[src/rtl/uart_rx_fifo_pkg.sv]
// Shared definitions for the UART receive path: receiver state encodings,
// byte type and the bit-period helper that the TX side also uses.
package uart_rx_fifo_pkg;

    localparam int unsigned DATA_W = 8;

    typedef logic [DATA_W-1:0] rx_byte_t;
    typedef logic [2:0]        rx_state_t;

    localparam rx_state_t RX_IDLE  = 3'd0;
    localparam rx_state_t RX_START = 3'd1;
    localparam rx_state_t RX_DATA  = 3'd2;
    localparam rx_state_t RX_STOP  = 3'd3;
    localparam rx_state_t RX_BRK   = 3'd4;

    function automatic int unsigned clks_per_bit(input int unsigned clk_freq,
                                                 input int unsigned baud);
        return clk_freq / baud;
    endfunction

    function automatic logic maj3(input logic a, input logic b, input logic c);
        return (a & b) | (a & c) | (b & c);
    endfunction

endpackage

[src/rtl/uart_rx_fifo_if.sv]
// Receive-side bundle: serial line in, byte stream out with valid/ready,
// plus the status pulses. The receiver uses the slave modport.
interface uart_rx_fifo_if;
    import uart_rx_fifo_pkg::*;

    logic     rxd;
    rx_byte_t rx_data;
    logic     rx_valid;
    logic     rx_ready;
    logic     frame_err;
    logic     overrun;
    logic     busy;

    modport slave (
        input  rxd,
        input  rx_ready,
        output rx_data,
        output rx_valid,
        output frame_err,
        output overrun,
        output busy
    );

    modport master (
        output rxd,
        output rx_ready,
        input  rx_data,
        input  rx_valid,
        input  frame_err,
        input  overrun,
        input  busy
    );

endinterface

[src/rtl/uart_rx_fifo_buf.sv]
// Show-ahead synchronous FIFO for received bytes; head is read combinationally
// from registered memory and pointers.
module uart_rx_fifo_buf #(
    parameter int unsigned FIFO_DEPTH = 4
) (
    input  logic                       clk,
    input  logic                       rst_n,
    input  logic                       push,
    input  uart_rx_fifo_pkg::rx_byte_t push_data,
    output logic                       full,
    input  logic                       pop,
    output uart_rx_fifo_pkg::rx_byte_t head,
    output logic                       empty
);
    import uart_rx_fifo_pkg::*;

    localparam int unsigned AW = $clog2(FIFO_DEPTH);

    rx_byte_t    mem [FIFO_DEPTH];
    logic [AW:0] wr_ptr;
    logic [AW:0] rd_ptr;
    logic        do_push;
    logic        do_pop;

    assign empty = (wr_ptr == rd_ptr);
    assign full  = (wr_ptr[AW] != rd_ptr[AW]) && (wr_ptr[AW-1:0] == rd_ptr[AW-1:0]);
    assign head  = mem[rd_ptr[AW-1:0]];

    // A pop in the same cycle frees the slot, so a push into a full FIFO still lands.
    assign do_pop  = pop & ~empty;
    assign do_push = push & (~full | do_pop);

    always_ff @(posedge clk or negedge rst_n) begin
        if (!rst_n) begin
            wr_ptr <= '0;
            rd_ptr <= '0;
            for (int unsigned i = 0; i < FIFO_DEPTH; i++) begin
                mem[i] <= '0;
            end
        end else begin
            if (do_push) begin
                mem[wr_ptr[AW-1:0]] <= push_data;
                wr_ptr              <= wr_ptr + 1'b1;
            end
            if (do_pop) begin
                rd_ptr <= rd_ptr + 1'b1;
            end
        end
    end

endmodule

[src/rtl/uart_rx_fifo.sv]
// 8N1 UART receiver: two-flop synchroniser, oversampled bit timer with a
// three-sample majority vote, framing FSM and a small receive FIFO.
module uart_rx_fifo #(
    parameter int unsigned CLK_FREQ   = 12000000,
    parameter int unsigned BAUD       = 115200,
    parameter int unsigned FIFO_DEPTH = 4
) (
    input  logic          clk,
    input  logic          rst_n,
    uart_rx_fifo_if.slave rx
);
    import uart_rx_fifo_pkg::*;

    localparam int unsigned CPB = clks_per_bit(CLK_FREQ, BAUD);
    localparam int unsigned CW  = $clog2(CPB);
    localparam int unsigned MID = CPB / 2;

    localparam logic [CW-1:0] CNT_S0   = CW'(MID - 1);
    localparam logic [CW-1:0] CNT_S1   = CW'(MID);
    localparam logic [CW-1:0] CNT_DEC  = CW'(MID + 1);
    localparam logic [CW-1:0] CNT_LAST = CW'(CPB - 1);

    logic          rx_meta;
    logic          rx_s;
    logic          rx_prev;
    logic [1:0]    sync_vld;
    logic          armed;

    rx_state_t     state;
    logic [CW-1:0] cnt;
    logic [2:0]    bit_idx;
    rx_byte_t      shreg;
    logic          vote0;
    logic          vote1;
    logic          frame_err_q;
    logic          overrun_q;

    logic          fall;
    logic          at_dec;
    logic          at_last;
    logic          bit_val;
    logic          stop_ok;
    logic          fifo_full;
    logic          fifo_empty;
    logic          fifo_pop;
    rx_byte_t      fifo_head;

    // Edge detection stays disarmed after reset until the synchronised line
    // has been seen idle, so a line held low cannot fake a start bit.
    always_ff @(posedge clk or negedge rst_n) begin
        if (!rst_n) begin
            rx_meta  <= 1'b1;
            rx_s     <= 1'b1;
            rx_prev  <= 1'b1;
            sync_vld <= '0;
            armed    <= 1'b0;
        end else begin
            rx_meta  <= rx.rxd;
            rx_s     <= rx_meta;
            rx_prev  <= rx_s;
            sync_vld <= {sync_vld[0], 1'b1};
            if (sync_vld[1] && rx_s) begin
                armed <= 1'b1;
            end
        end
    end

    assign fall     = armed & rx_prev & ~rx_s;
    assign at_dec   = (cnt == CNT_DEC);
    assign at_last  = (cnt == CNT_LAST);
    assign bit_val  = maj3(vote0, vote1, rx_s);
    assign stop_ok  = (state == RX_STOP) & at_dec & bit_val;
    assign fifo_pop = rx.rx_ready & ~fifo_empty;

    always_ff @(posedge clk or negedge rst_n) begin
        if (!rst_n) begin
            state       <= RX_IDLE;
            cnt         <= '0;
            bit_idx     <= '0;
            shreg       <= '0;
            vote0       <= 1'b1;
            vote1       <= 1'b1;
            frame_err_q <= 1'b0;
            overrun_q   <= 1'b0;
        end else begin
            frame_err_q <= 1'b0;
            overrun_q   <= stop_ok & fifo_full & ~fifo_pop;
            if (state != RX_IDLE) begin
                cnt <= at_last ? '0 : cnt + 1'b1;
            end
            if (cnt == CNT_S0) begin
                vote0 <= rx_s;
            end
            if (cnt == CNT_S1) begin
                vote1 <= rx_s;
            end
            case (state)
                RX_IDLE: begin
                    if (fall) begin
                        state <= RX_START;
                        cnt   <= '0;
                    end
                end
                RX_START: begin
                    if (at_dec && bit_val) begin
                        state <= RX_IDLE;
                    end else if (at_last) begin
                        state   <= RX_DATA;
                        bit_idx <= '0;
                    end
                end
                RX_DATA: begin
                    if (at_dec) begin
                        shreg <= {bit_val, shreg[DATA_W-1:1]};
                    end
                    if (at_last) begin
                        if (bit_idx == 3'd7) begin
                            state <= RX_STOP;
                        end else begin
                            bit_idx <= bit_idx + 3'd1;
                        end
                    end
                end
                RX_STOP: begin
                    // Stop bit is judged at mid-bit so the next start edge has half a bit of slack.
                    if (at_dec) begin
                        if (bit_val) begin
                            state <= RX_IDLE;
                        end else begin
                            frame_err_q <= 1'b1;
                            state       <= RX_BRK;
                        end
                    end
                end
                RX_BRK: begin
                    if (rx_s) begin
                        state <= RX_IDLE;
                    end
                end
                default: state <= RX_IDLE;
            endcase
        end
    end

    uart_rx_fifo_buf #(
        .FIFO_DEPTH(FIFO_DEPTH)
    ) u_buf (
        .clk      (clk),
        .rst_n    (rst_n),
        .push     (stop_ok),
        .push_data(shreg),
        .full     (fifo_full),
        .pop      (fifo_pop),
        .head     (fifo_head),
        .empty    (fifo_empty)
    );

    assign rx.rx_data   = fifo_head;
    assign rx.rx_valid  = ~fifo_empty;
    assign rx.frame_err = frame_err_q;
    assign rx.overrun   = overrun_q;
    assign rx.busy      = (state != RX_IDLE);

endmodule
[src/flat_wrapper.sv]
// flat-port wrapper written by rule: the top's interface ports become plain ports
module uart_rx_fifo_flat import uart_rx_fifo_pkg::*;
#(
    parameter int unsigned CLK_FREQ   = 12000000,
    parameter int unsigned BAUD       = 115200,
    parameter int unsigned FIFO_DEPTH = 4
)
  (clk, rst_n, rx_rxd, rx_rx_ready, rx_rx_data, rx_rx_valid, rx_frame_err, rx_overrun, rx_busy);
  uart_rx_fifo_if rx_i ();
  input  logic clk;
  input  logic rst_n;
  input wire logic [$bits(rx_i.rxd)-1:0] rx_rxd;
  input wire logic [$bits(rx_i.rx_ready)-1:0] rx_rx_ready;
  output wire logic [$bits(rx_i.rx_data)-1:0] rx_rx_data;
  output wire logic [$bits(rx_i.rx_valid)-1:0] rx_rx_valid;
  output wire logic [$bits(rx_i.frame_err)-1:0] rx_frame_err;
  output wire logic [$bits(rx_i.overrun)-1:0] rx_overrun;
  output wire logic [$bits(rx_i.busy)-1:0] rx_busy;
  assign rx_i.rxd = rx_rxd;
  assign rx_i.rx_ready = rx_rx_ready;
  assign rx_rx_data = rx_i.rx_data;
  assign rx_rx_valid = rx_i.rx_valid;
  assign rx_frame_err = rx_i.frame_err;
  assign rx_overrun = rx_i.overrun;
  assign rx_busy = rx_i.busy;
  uart_rx_fifo #(.CLK_FREQ(CLK_FREQ), .BAUD(BAUD), .FIFO_DEPTH(FIFO_DEPTH)) u_core (.clk(clk), .rst_n(rst_n), .rx(rx_i));
endmodule
[config.mk]
export PLATFORM = sky130hd
export DESIGN_NAME = uart_rx_fifo_flat
export DESIGN_NICKNAME = d
export VERILOG_FILES = /design/src/rtl/uart_rx_fifo_pkg.sv /design/src/rtl/uart_rx_fifo_if.sv /design/src/rtl/uart_rx_fifo_buf.sv /design/src/rtl/uart_rx_fifo.sv /design/src/flat_wrapper.sv
export SDC_FILE = /design/constraint.sdc
export NUM_CORES = 1
export LEC_CHECK = 0
export ABC_AREA = 1
export BUFFER_PORTS_ARGS = -buffer_cell sky130_fd_sc_hd__buf_2
export CAP_MARGIN = 20
export CELL_PAD_IN_SITES_DETAIL_PLACEMENT = 0
export CELL_PAD_IN_SITES_GLOBAL_PLACEMENT = 1
export CORE_UTILIZATION = 40
export DETAILED_ROUTE_END_ITERATION = 10
export PLACE_DENSITY = 0.7
export SYNTH_ARGS = -nofsm -noshare
export SYNTH_HDL_FRONTEND = slang
export SYNTH_HIERARCHICAL = 1
export SYNTH_SLANG_ARGS = --single-unit
[constraint.sdc]
create_clock -name clk -period 4.9 [get_ports clk]
set_input_delay 0 -clock clk [delete_from_list [all_inputs] [get_ports clk]]
set_output_delay 0 -clock clk [all_outputs]
set_load 0.05 [all_outputs]
; ---- Word level (Yosys, flattened, before mapping)
; Cells that the tools add are included.
[word_totals]
elab_cells = 105
mem_bits_rw = 0
mem_bits_ro = 0
n_memories = 0
input_bits = 4
regBits = 69
latchBits = 0
out_inout_bits = 12
[op_classes]
shifts = 0
n_addsub = 4
reduce_logical = 10
bitwise_logic = 21
n_eq_ne = 21
n_div = 0
order_cmp = 3
multipliers = 0
n_mux = 27
[ops]
columns = operator, n
row1 = $mux W3, 12
row2 = $bwmux W32, 1
row3 = $mux W7, 4
row4 = $mux W8, 3
row5 = $eq A7 B6 Y1 const B, 3
row6 = $bmux W8 S2, 1
row7 = $demux W8 S2, 1
row8 = $pmux W3 S5, 1
row9 = $and A1 B1 Y1, 12
row10 = $ne A2 B1 Y1 const B, 6
row11 = $add A3 B1 Y3 const B, 3
row12 = $add A7 B1 Y7 const B, 1
row13 = $eq A7 B7 Y1 const B, 1
row14 = $eq A3 B2 Y1 const B, 2
row15 = $eq A3 B3 Y1 const B, 2
row16 = $ge A3 B3 Y1 const B, 2
row17 = $not A2 Y3, 2
row18 = $pmux W3 S2, 1
row19 = $reduce_and A6 Y1, 1
row20 = $reduce_and A5 Y1, 1
row21 = $logic_and A1 B1 Y1, 4
row22 = $ne A2 B2 Y1 const B, 2
row23 = $not A1 Y1, 4
row24 = $eq A3 B1 Y1 const B, 1
row25 = other kinds (11), 15

; ---- Logic depth before layout (Yosys ltp)
[logic_depth]
ltp_word = 6
ltp_mapped = 12
depth_no_buf = 11

; ---- Modules after synthesis
; Netlist, hierarchy kept.
[modules_own_cells]
columns = mod, seq_area_each_um2, instances, cells_each, area_each_um2
row1 = uart_rx_fifo_buf, 950.9, 1, 237, 1973.1
row2 = uart_rx_fifo, 782.0, 1, 171, 1516.5

; ---- Worst setup path before layout
; OpenSTA, ideal clock, no wires.
[synth_path]
path_type = reg-to-reg
from = register u_core.rx_s
to = register u_core/u_buf/mem[24] (netlist name)
n_path_buf = 2
arrival_time_ns = 1.784
path_stages_with_launch = 9
required_ns = 4.833
setup_ns = 0.067
period_less_slack_ns = 1.851
setup_slack_ns = 3.049
cell_sequence = dfstp_2 nand2_1 a21oi_1 nand3_1 inv_1 buf_2 buf_1 nand4_1 nand2_1
[synth_via]
elab_chain_cells = 5
word_cells_on_any_way = 6
classes_between = bitwise: 6
[synth_lines]
columns = element, line
row1 = start: declaration, uart_rx_fifo.sv:24  ; logic rx_s;
row2 = start signal: assignment, uart_rx_fifo.sv:59  ; rx_s <= rx_meta;
row3 = $and A1 B1 Y1, uart_rx_fifo_pkg.sv:22  ; return (a & b) | (a & c) | (b & c);
row4 = $or A1 B1 Y1, uart_rx_fifo_pkg.sv:22
row5 = $or A1 B1 Y1 *, uart_rx_fifo_pkg.sv:22
row6 = $and A1 B1 Y1 *, uart_rx_fifo.sv:72  ; assign stop_ok = (state == RX_STOP) & at_dec & bit_val;
row7 = named net u_core.stop_ok, uart_rx_fifo.sv:42  ; logic stop_ok;
row8 = $and A1 B1 Y1 *, uart_rx_fifo_buf.sv:31  ; assign do_push = push & (~full | do_pop);
row9 = end signal: indexed assignment, uart_rx_fifo_buf.sv:42  ; mem[wr_ptr[AW-1:0]] <= push_data;
row10 = end: declaration, uart_rx_fifo_buf.sv:19  ; rx_byte_t mem [FIFO_DEPTH];
; The timed path passes the listed nets; every way through them passes the cells marked *.
; A chain may end at the register's enable or synchronous reset.

; ---- Worst setup path after layout
[layout_path]
from = register u_core.u_buf.rd_ptr[0]
to = register u_core/u_buf/mem[11] (netlist name)
[layout_via]
elab_chain_cells = 6
word_cells_on_any_way = 9
classes_between = eq/ne: 2 / bitwise: 6 / reduce/logical: 1
[layout_lines]
columns = element, line
row1 = start: declaration, uart_rx_fifo_buf.sv:21  ; logic [AW:0] rd_ptr;
row2 = start signal: assignment, uart_rx_fifo_buf.sv:46  ; rd_ptr <= rd_ptr + 1'b1;
row3 = $eq A3 B3 Y1, uart_rx_fifo_buf.sv:25  ; assign empty = (wr_ptr == rd_ptr);
row4 = named net u_core.fifo_empty, uart_rx_fifo.sv:44  ; logic fifo_empty;
row5 = $not A1 Y1, uart_rx_fifo.sv:73  ; assign fifo_pop = rx.rx_ready & ~fifo_empty;
row6 = $and A1 B1 Y1, uart_rx_fifo.sv:73
row7 = named net u_core.fifo_pop, uart_rx_fifo.sv:45  ; logic fifo_pop;
row8 = $and A1 B1 Y1, uart_rx_fifo_buf.sv:30  ; assign do_pop = pop & ~empty;
row9 = $or A1 B1 Y1, uart_rx_fifo_buf.sv:31
row10 = $and A1 B1 Y1, uart_rx_fifo_buf.sv:31
; The timed path passes the listed nets, and every way through them passes these cells.

==> flow_summary.toml <==
[finish]
stdcell_area_mm2 = 0.00384
nets = 437
n_antenna_cell = 0
final_layout_size_suffix_gt1_share_pct = 14.5
fill_cells = 863
finalNonFillerCells = 533
final_common_cell = "nand2_1"
area_growth_pct = 10.1
layout_common_cells = "nand2_1, dfrtp_1, nand4_1, inv_1, o21ai_0"

[timing]
finalSetupViolCount = 0
hold_violations = 0
worst_slew_pin_slew_ns = 0.884
max_freq_ghz = 0.348
fin_setup_tns_ns = 0
rsz0062_at_grt = "no"
finalCritPeriodShare_pct = 58.7
slew_headroom_pct = 41.1
fin_skew_ns = 0.0106
layout_min_cycle_time_ns = 2.88
drv_slew = 0

[worst_setup_path]
worstPathCellList = "xnor2_2, nand4_1, inv_1, nor2_1, inv_1, nand4_2, buf_4, nand3_1, nand2_1, nand2_1"
crit_family = "simple AND/OR/NAND/NOR gates"
endpoint_kind = "flop"
crit_path_max_incr_delay_ns = 0.78
startpoint = "u_core/u_buf/rd_ptr[0]$_DFFE_PN0P_"
critPathMaxFanout = 21
slowest_stage = "dfrtp_1"
crit_type = "reg -> reg"
worstPathArrival_ns = 3.10
critPathLaunchType = "flop"
worst-path-buf-inv = 3
worstPathRequired_ns = 5.12
reg2reg_from = "u_core/u_buf/rd_ptr[0]$_DFFE_PN0P_"

[route]
vias = 2762
antenna_left = 0
routedWlPerCell_um = 14.4
drt_pre_antenna_iters = 4
viasPerCell = 5.18
drt_iter0_drc = 182
drc = 0
wl_um = 7690

[synthesis]
syn_area_per_cell_um2 = 8.55
synth_top_area_share_pct = 45.9
synth_edf_count = 0
ys_seq_area_share_pct = 49.7
synthArstFlopShare_pct = 100
yosysWarnings = 6
syn_inst = 408
ys_ff_latch = 69
ys_types = 37
syn-cell-area_mm2 = 0.00349
ys.flop_type = "dfrtp_1"
synth_largest_area_cell = "dfrtp_1"
synth_fp_nets = 422
synth_area_leaders = "dfrtp_1, nand2_1, nand4_1"

[placed_design]
dp_hpwl_um = 5300
io_buffers = 15
place_area_mm2 = 0.00361
gp_congestion = 0.801
dpl.cell_count = 515

[power_and_ir_drop]
swShare_pct = 31.5
p_int_uw = 988
leakagePower_nw = 1.95
seqPwrFrac_pct = 44.9
clockPowerShare_pct = 33.3
vdd_drop_max_mv = 0.242
combPwrFrac_pct = 21.8
p_per_area_mw_per_mm2 = 376
p_switching_uw = 454

[floorplanning]
rows = 33
die_h_um = 95.4
start_util_pct = 41.8
ios = 16
dieArea_mm2 = 0.00910
coreArea_mm2 = 0.00834
die_w_um = 95.4

[clock_tree]
htree_levels = 3
clkLatencyLatePin_ns = 0.34
clk_pin_slew_ns = 0.07
cts.repair.resized = 0
cts_tree = "yes"
cts_buffers = 9
numClockSinks = 69
cts-root-buf = "clkbuf_8"
cts_buffer_depth = 2

[global_routing]
grt_pass1_wl_um = 13100
grt_pass1_vias = 2702
antenna_found_initial = 0
grt_util_all_layers_pct = 19.1
grt_overflow = 0
grt_max_degree = 70

[run_status]
status = "complete, no violations"

[min_path]
hold_class = "in -> reg"
min_from = "rx_rx_ready"

[job]
maxCapViolCount = 0
==> final timing paths <==
kind	endpoint	slack, ns	cells after the start
worst max-delay path	u_core/u_buf/mem[11]$_DFFE_PN0P_	2.02	10
worst min-delay path	u_core/rx.overrun$_DFF_PN0_	0.04	4
worst max register to register	u_core/u_buf/mem[11]$_DFFE_PN0P_	2.02	10
worst min register to register	u_core/sync_vld[1]$_DFF_PN0_	0.35	0
max in group asynchronous	u_core/u_buf/mem[19]$_DFFE_PN0P_	3.92	3
min in group asynchronous	u_core/u_buf/wr_ptr[0]$_DFFE_PN0P_	0.40	3
==> layer usage <==
metal  GRT usage [%]  wire [um]  share of wire [%]
met2            31.5       3790                 49
met3            4.63        308                4.0
met5               0          0                  0
met1            24.4       3530                 46
met4            6.97         54               0.70
==> flip-flops by register name, indices dropped and copies added, names as in the netlist, 2 cells and up <==
register	count
u_core/shreg	8
u_core/cnt	7
u_core/state	3
u_core/u_buf/mem	32
u_core/bit_idx	3
u_core/u_buf/wr_ptr	3
u_core/sync_vld	2
u_core/u_buf/rd_ptr	3
==> per-stage QoR <==
step	power, mW	setup WS (ns)	util, %	hold WS, ns
2_1_floorplan	0.902	3.05	-	-0.296
3_3_place_gp	0.972	2.15	43.3	0.106
3_5_place_dp	0.979	2.05	43.3	0.108
4_1_cts	1.47	2.03	46.1	0.0270
5_1_grt	1.54	1.73	46.1	0.0500
6_report	1.44	2.02	46.1	0.0414
==> worst min-delay path, delay by kind of cell <==
| kind | cells | cell delay [ns] |
|---|---|---|
| buffers and inverters | 2 | 0.13 |
| and+or+nand+nor | 2 | 0.19 |
==> logic make-up (layout without fill, tap and decap cells) <==
logic type,Yosys count,count (layout),share of synthesized area (%)
flops,69,69,49.7
buf+inv,50,70,6.67
fa+ha+maj,10,10,3.59
xor+xnor,4,4,1.22
simple gates,227,227,31.3
compound gates,47,47,7.42
other cells,1,1,0.107
==> cell usage after synthesis (2+ instances only) <==
cell type and count:
a21oi_1 2, buf_1 4, buf_2 2, buf_6 5, clkbuf_1 4, dfrtp_1 64
dfstp_2 5, ha_1 10, inv_1 30, inv_2 3, nand2_1 121, nand2_2 5
nand3_1 16, nand3_2 5, nand3_4 2, nand4_1 37, nor2_1 27, nor2_2 2
nor2_4 3, nor3_1 3, o21ai_0 29, o21ai_1 3, o22ai_1 11, xor2_1 2
==> power by group through the flow <==
stage | logic [mW] | registers, mW | clock network (mW)
floorplan | 0.251 | 0.651 | 0
global placement | 0.313 | 0.659 | 0
detailed placement | 0.320 | 0.659 | 0
CTS | 0.322 | 0.648 | 0.502
global route | 0.359 | 0.656 | 0.523
finish | 0.314 | 0.648 | 0.481
==> area by class of cell <==
class / count / area, um2 / share of cell area, %
flip-flops and latches: 69 / 1730 / 45.1
clock inverters: 1 / 30.0 / 0.782
well taps: 105 / 131 / 3.42
multi-input cells: 289 / 1520 / 39.7
repair buffers: 20 / 118 / 3.06
clock buffers: 15 / 176 / 4.59
inverters: 34 / 129 / 3.36
==> repair_timing <==
item / CTS / global route
hold buffers: 2 / 0
hold endpoints to repair: 65 / 0
buffers inserted: 0 / 0
No activity file was read; power rests on OpenSTA's default activity.
